===== config.mk =====
export PLATFORM = sky130hd
export DESIGN_NAME = ingress_scheduler
export DESIGN_NICKNAME = d
export VERILOG_FILES = /design/src/rtl/ingress_scheduler.sv
export SDC_FILE = /design/constraint.sdc
export NUM_CORES = 1
export LEC_CHECK = 0
export CORE_ASPECT_RATIO = 1.75
export CORE_MARGIN = 4
export CORE_UTILIZATION = 41
export CTS_CLUSTER_DIAMETER = 40
export DETAILED_ROUTE_END_ITERATION = 10
export PLACE_DENSITY = 0.67
export SYNTH_ARGS = -nofsm -noshare
export SYNTH_HDL_FRONTEND = slang
export SYNTH_SLANG_ARGS = --single-unit

===== constraint.sdc =====
create_clock -name clk -period 2.1 [get_ports clk]
set_input_delay 0.21 -clock clk [delete_from_list [all_inputs] [get_ports clk]]
set_output_delay 0.21 -clock clk [all_outputs]
set_load 0.005 [all_outputs]

===== src/rtl/ingress_scheduler.sv =====
// ingress_scheduler: two-lane ingress buffer and round-robin feeder for the main FIFO.
// Each source lane has its own small FIFO. One word per cycle is pushed to the
// main FIFO input, gated by the state-machine active flag and the main FIFO pause.
// Optional per-VC push counters (cnt_vc0/cnt_vc1) are compiled in when the
// macro INGRESS_CNT_EN is defined; without it those ports and that logic are absent.
module ingress_scheduler #(
  parameter int WORD_SIZE = 6,
  parameter int BUF_DEPTH = 4,
  parameter int PTR_L     = 2,
  parameter int CNT_W     = 8
) (
  input  logic                 clk,
  input  logic                 reset,
  input  logic                 active,
  input  logic                 main_pause,
  input  logic [WORD_SIZE-1:0] src0_data,
  input  logic                 src0_valid,
  output logic                 src0_ready,
  input  logic [WORD_SIZE-1:0] src1_data,
  input  logic                 src1_valid,
  output logic                 src1_ready,
  output logic [WORD_SIZE-1:0] data_out,
  output logic                 push_out,
  output logic                 idle,
  output logic                 err
`ifdef INGRESS_CNT_EN
  ,
  output logic [CNT_W-1:0]     cnt_vc0,
  output logic [CNT_W-1:0]     cnt_vc1
`endif
);

  localparam logic [PTR_L:0] FULL_COUNT = (PTR_L+1)'(BUF_DEPTH);

  logic [WORD_SIZE-1:0] mem [2][BUF_DEPTH];
  logic [PTR_L-1:0]     wr_ptr [2];
  logic [PTR_L-1:0]     rd_ptr [2];
  logic [PTR_L:0]       count [2];
  logic [WORD_SIZE-1:0] in_data [2];
  logic [1:0]           in_valid;
  logic [1:0]           in_ready;
  logic [1:0]           wr_en;
  logic [1:0]           non_empty;
  logic [1:0]           pop;
  logic                 grant;
  logic                 sel;
  logic                 rr_last;
  logic [WORD_SIZE-1:0] head;

  assign in_valid   = {src1_valid, src0_valid};
  assign in_data[0] = src0_data;
  assign in_data[1] = src1_data;
  assign src0_ready = in_ready[0];
  assign src1_ready = in_ready[1];

  // Per-lane full/empty flags derived from the occupancy counts alone.
  always_comb begin
    for (int i = 0; i < 2; i++) begin
      in_ready[i]  = (count[i] < FULL_COUNT);
      non_empty[i] = (count[i] != '0);
    end
  end

  // A word is taken only while the lane has room; otherwise it is dropped.
  assign wr_en = in_valid & in_ready;

  // Round-robin pick among non-empty lanes, gated by active and the main FIFO pause.
  always_comb begin
    // NOTE: defaults first so every path assigns every output and no latch is inferred.
    grant = 1'b0;
    sel   = 1'b0;
    if (active && !main_pause && (non_empty != 2'b00)) begin
      grant = 1'b1;
      sel   = (non_empty == 2'b11) ? ~rr_last : non_empty[1];
    end
  end

  assign pop  = {grant & sel, grant & ~sel};
  assign head = mem[sel][rd_ptr[sel]];

  // Lane storage: written on accept.
  // NOTE: storage has no reset; the occupancy counts alone decide which entries are live.
  always_ff @(posedge clk) begin
    for (int i = 0; i < 2; i++) begin
      if (wr_en[i]) mem[i][wr_ptr[i]] <= in_data[i];
    end
  end

  // Lane pointers and occupancy; a same-edge write and pop leaves the count unchanged.
  always_ff @(posedge clk or posedge reset) begin
    if (reset) begin
      for (int i = 0; i < 2; i++) begin
        wr_ptr[i] <= '0;
        rd_ptr[i] <= '0;
        count[i]  <= '0;
      end
    end else begin
      // NOTE: non-blocking assignments so every register here sees pre-edge values.
      for (int i = 0; i < 2; i++) begin
        if (wr_en[i]) wr_ptr[i] <= wr_ptr[i] + 1'b1;
        if (pop[i])   rd_ptr[i] <= rd_ptr[i] + 1'b1;
        case ({wr_en[i], pop[i]})
          2'b10:   count[i] <= count[i] + 1'b1;
          2'b01:   count[i] <= count[i] - 1'b1;
          default: ;
        endcase
      end
    end
  end

  // Registered push to the main FIFO, round-robin history and sticky drop error.
  always_ff @(posedge clk or posedge reset) begin
    if (reset) begin
      push_out <= 1'b0;
      data_out <= '0;
      rr_last  <= 1'b1;
      err      <= 1'b0;
    end else begin
      push_out <= grant;
      if (grant) begin
        data_out <= head;
        rr_last  <= sel;
      end
      if ((in_valid & ~in_ready) != 2'b00) err <= 1'b1;
    end
  end

  assign idle = (non_empty == 2'b00) && !push_out;

`ifdef INGRESS_CNT_EN
  // Saturating per-VC counts of pushed words, split on the VC bit of the word.
  always_ff @(posedge clk or posedge reset) begin
    if (reset) begin
      cnt_vc0 <= '0;
      cnt_vc1 <= '0;
    end else if (grant) begin
      if (head[WORD_SIZE-1]) begin
        if (cnt_vc1 != '1) cnt_vc1 <= cnt_vc1 + 1'b1;
      end else begin
        if (cnt_vc0 != '1) cnt_vc0 <= cnt_vc0 + 1'b1;
      end
    end
  end
`endif

endmodule

==> results.md <==
- The number of pins with negative max-slew slack in the final report came to 0.
- After detailed routing, the wire length on met1 is around 1.8 mm.
- The HPWL after detailed placement is around 3.7 mm.
- The post-synthesis compound-gate area fraction is 0.0278.
- Measured along the y axis, the die boundary spans 121 um.
- The multiplexer share of the synthesized area is 0.115.
- Of the total synthesized cell area, the portion taken by XOR and XNOR cells is 0.0354.
- 0 antenna diodes ended up in the layout.
- In the routed design, unresolved DRC markers number 0.
- The buffers plus inverters on the worst setup path is 2.
- STA classifies the critical path startpoint as a flip-flop.
- The clock tree from TritonCTS is yes.
- The required arrival time at the worst endpoint is approximately 2400 ps.
- For the worst-skew pair, the clock arrives at the later sink with an insertion delay of roughly 320 ps.
- The sequential cell area is about 2000 um^2.
- In the finished design, the share of the clock period the worst path needs comes to 0.999.
- The total overflow left after global routing is 0.
- Summing internal, switching and leakage power gives between 5 and 6 mW.
- The arrival time reported for the critical path endpoint is 2350 ps.
- The vias per cell is 4.85.
- In this run, distinct cell masters in the synthesized netlist total 31.
- The worst-case vdd ir drop is around 0.0005 V.
- The number of nets with antenna violations after detailed routing is 0.
- The hold violation total from the final report is 0.
- The stage delay of the slowest cell on the critical path is ~390 ps.
- Counting along the longest clock path gives a buffer depth of 2.
- Of all cell types, the one taking the most synthesized area is sky130_fd_sc_hd__edfxtp_1.
- The number of DRC markers after the initial detailed-route iteration is 75.
- Routability-driven placement finished with a final weighted congestion of 0.681.
- The tree is rooted in a sky130_fd_sc_hd__clkbuf_16.
- After detailed routing, the met2 layer carries approximately 2.9 mm of wire.
- CTS built an H-tree with a depth of 3.
- The number of global-route vias before repair is 1,715.
- The number of nets produced by synthesis is 210.
- The total CTS buffers is 9.
- In this run the count of I/O pins placed on the die edge is 29.
- The uppermost layer routed is met4.
- The path class of the tightest hold or removal check is primary input to asynchronous set/reset pin.
- Yosys attributes the largest share of cell area to sky130_fd_sc_hd__edfxtp_1 (49%), sky130_fd_sc_hd__dfrtp_1 (19%), sky130_fd_sc_hd__mux4_2 (9.1%), sky130_fd_sc_hd__ha_1 (4.2%), sky130_fd_sc_hd__xnor2_1 (2.9%).
- The region available for standard cell placement spans ~7000 um^2.
- STA classifies the critical path endpoint as a flip-flop.
- After synthesis the netlist holds a flip-flop and latch count of between 70 and 80.
- Static timing analysis puts the maximum clock frequency at between 400 and 500 MHz.
- The tool flagged a number of max-cap violations equal to 0.
- The core utilization of the finished layout is 0.540.
- The wire length of the first global-routing pass is 8.56 mm.
- The number of inserted filler cells in the final layout is 561.
- Dividing the detail-routed wire length by the instance count gives approximately 16 um.
- The arithmetic-cell share of the synthesized area counting full adders, half adders and majority gates is 0.0556.
- In the final design database the tool counted approximately 260 nets.
- The worst setup path startpoint is count[4]$_DFFE_PP0P_.
- The area of the multi-input gates is ~880 um^2.
- The total of hold buffers inserted after clock tree synthesis is 0.
- Setup repair after global routing could not meet its margin everywhere.
- On the critical path the largest part of the delay comes from simple AND/OR/NAND/NOR gates.
- After technology mapping, the gate count stands at between 150 and 200.
- The final count of negative-setup-slack endpoints is 0.
- The floorplan die width is 72.3 um.
- After floorplanning, the core was divided into 40 placement rows.
- After clock tree synthesis, the clock-pin slew on the worst setup and hold paths is roughly 50 ps.
- The total placed cells including tap cells is 297.
- Relative to the synthesized area, the layout overhead comes to 26.5%.
- The count of clock tree sinks is between 70 and 80.
- Port buffering added 28 buffers.
- The mapped netlist covers between 2000 and 3000 um^2.
- The setup total negative slack is 0 ps.
- Of the total synthesized cell area, the portion taken by AND, OR, NAND and NOR gates is 0.0531.
- The area fraction of the dominant cell type after synthesis is 0.485.
- The routed layout has between 1,500 and 2,000 vias.
- The setup path with the least slack is of type flip-flop to flip-flop.
- The initial utilization of the core area, before any placement, comes to 0.427.
- The origin of the critical flop-to-flop path is count[4]$_DFFE_PP0P_.
- The routed design could run at a clock period as short as between 2000 and 2500 ps.
- The fraction of layout cells with a size suffix above 1 is 0.226.
- The number of antenna violations at the first check in global routing is 0.
- The die area is around 8700 um^2.
- The count of cells in the finished layout, fillers not included, comes to 314.
- At the pin with the least slew margin, the transition time is 473 ps.
- The largest net degree at the start of global routing is 24.
- Headroom to the max-slew limit came out at 0.685.
- The total routing resource utilization after global routing is 0.139.
- For this run, the register share of the synthesized area comes to 0.679.
- The leakage power is about 1.4 nW.
- Dividing total power by cell area gives a power density of about 1400 nW/um^2.
- The dominant combinational cell family by area after synthesis is multiplexers.
- The signal on the critical path passes through or3_4, a211o_1, clkinv_4, ha_4, inv_2, fa_2, xor2_1, nor2_1, xnor2_1.
- Among all stages on the critical path, the largest delay is contributed by sky130_fd_sc_hd__or3_4.
- Between clock sinks in the finished design, the worst skew comes to 4.86 ps.
- The Yosys step of the flow raised 0 warnings.
- For this block, the routed nets add up to just over 5 mm of wire.
- The met3 wire length is ~210 um.
- The highest fanout seen on the critical path is 2.
- The flow ran to the end, and the final reports show no timing, DRC or antenna violations.
- The length of the first detailed-routing pass in iterations is 4.
- The average cell area after synthesis is roughly 17 um^2.
layout by cell type, fill, tap and decap left out, drive strengths merged, types with 2 or more instances in the layout:
cell | synthesis | routed
clkinvlp | 0 | 2
clkinv | 1 | 3
fa | 2 | 2
mux2i | 6 | 6
nand2 | 7 | 7
xor2 | 2 | 2
ha | 10 | 10
bufinv | 0 | 2
buf | 5 | 14
a21oi | 6 | 6
xnor2 | 10 | 10
inv | 13 | 13
edfxtp | 48 | 48
nor2b | 2 | 2
clkdlybuf4s50 | 0 | 28
and2 | 8 | 8
o21ai | 2 | 2
dfrtp | 22 | 22
mux4 | 12 | 12
clkbuf | 3 | 10
nor2 | 11 | 11
nor3 | 2 | 2
tightest hold or removal path: cells and delay by family:
family,cells,cell delay (ps)
buffers and inverters,3,740
per-layer routing:
| layer | GRT usage | vias to the layer above |
|---|---|---|
| li1 | - | 733 |
| met1 | 0.145 | 752 |
| met2 | 0.245 | 31 |
| met3 | 0.0341 | 8 |
| met4 | 0.0812 | 0 |
| met5 | 0 | - |
state kept, by name (all words and copies together), names as in the netlist:
register and flops:
count 6, err 1, data_out 6, push_out 1, wr_ptr 4, mem 48
rd_ptr 4, rr_last 1
final cells by class:
cell class | count | share of cell area
clock inverter | 6 | 0.0226
timing repair buffer | 42 | 0.103
multi-input combinational | 87 | 0.233
clock buffer | 10 | 0.0609
inverter | 14 | 0.0153
tap | 84 | 0.0280
sequential | 71 | 0.537
synth_stat cells (all sizes together):
cell,instances
nor2b,2
o2111a,1
edfxtp,48
mux4,12
a31oi,1
clkinv,1
clkbuf,3
dfrtp,22
nor3,2
inv,13
a221o,1
fa,2
o21ai,2
xor2,2
ha,10
a21oi,6
and2,8
mux2,1
nor2,11
buf,5
a211o,1
dfstp,1
xnor2,10
mux2i,6
or3,1
nand2b,1
nand2,7
final timing paths:
| check | endpoint | slack (ps) | cells past startpoint |
|---|---|---|---|
| setup / recovery | count[2]$_DFFE_PP0P_ | 2 | 9 |
| hold / removal | count[0]$_DFFE_PP0P_ | 230 | 3 |
| setup reg to reg | count[2]$_DFFE_PP0P_ | 2 | 9 |
| hold reg to reg | err$_DFFE_PP0P_ | 500 | 1 |
| max in group asynchronous | rr_last$_DFFE_PP1P_ | 1570 | 3 |
| min in group clk | err$_DFFE_PP0P_ | 500 | 1 |
report_power, final:
part / leakage [nW] / internal (mW) / switching [mW] / total (mW)
Combinational: 0.588 / 0.819 / 0.615 / 1.43
Clock: 0.148 / 1.03 / 0.537 / 1.57
Sequential: 0.698 / 1.85 / 0.272 / 2.12
repair_timing:
| item | CTS | global route |
|---|---|---|
| resized for setup | 1 | 1 |
| endpoints found under the setup margin | 1 | 3 |
| pin swaps | 5 | 1 |
| buffers inserted | 1 | 0 |
| hold endpoints to repair | 0 | 0 |
kinds of logic after synthesis:
logic type,Yosys count
multiplexers,19
adder cells (fa/ha/maj),12
XOR/XNOR,12
buffers and inverters,22
flip-flops,71
AO/OA/AOI/OAI,12
AND/OR/NAND/NOR,32
stage by stage:
stage / worst slack [ps] / cell area [um^2] / hold WS [ps]
after floorplan: -90.4 / 2990 / 211
after global placement: -43.2 / 3430 / 468
after detailed placement: -71.6 / 3430 / 499
after CTS: -51.4 / 3750 / 243
after global routing: -94.9 / 3760 / 290
final: 1.74 / 3760 / 233
Note: power is estimated with default switching activity, not from simulation.
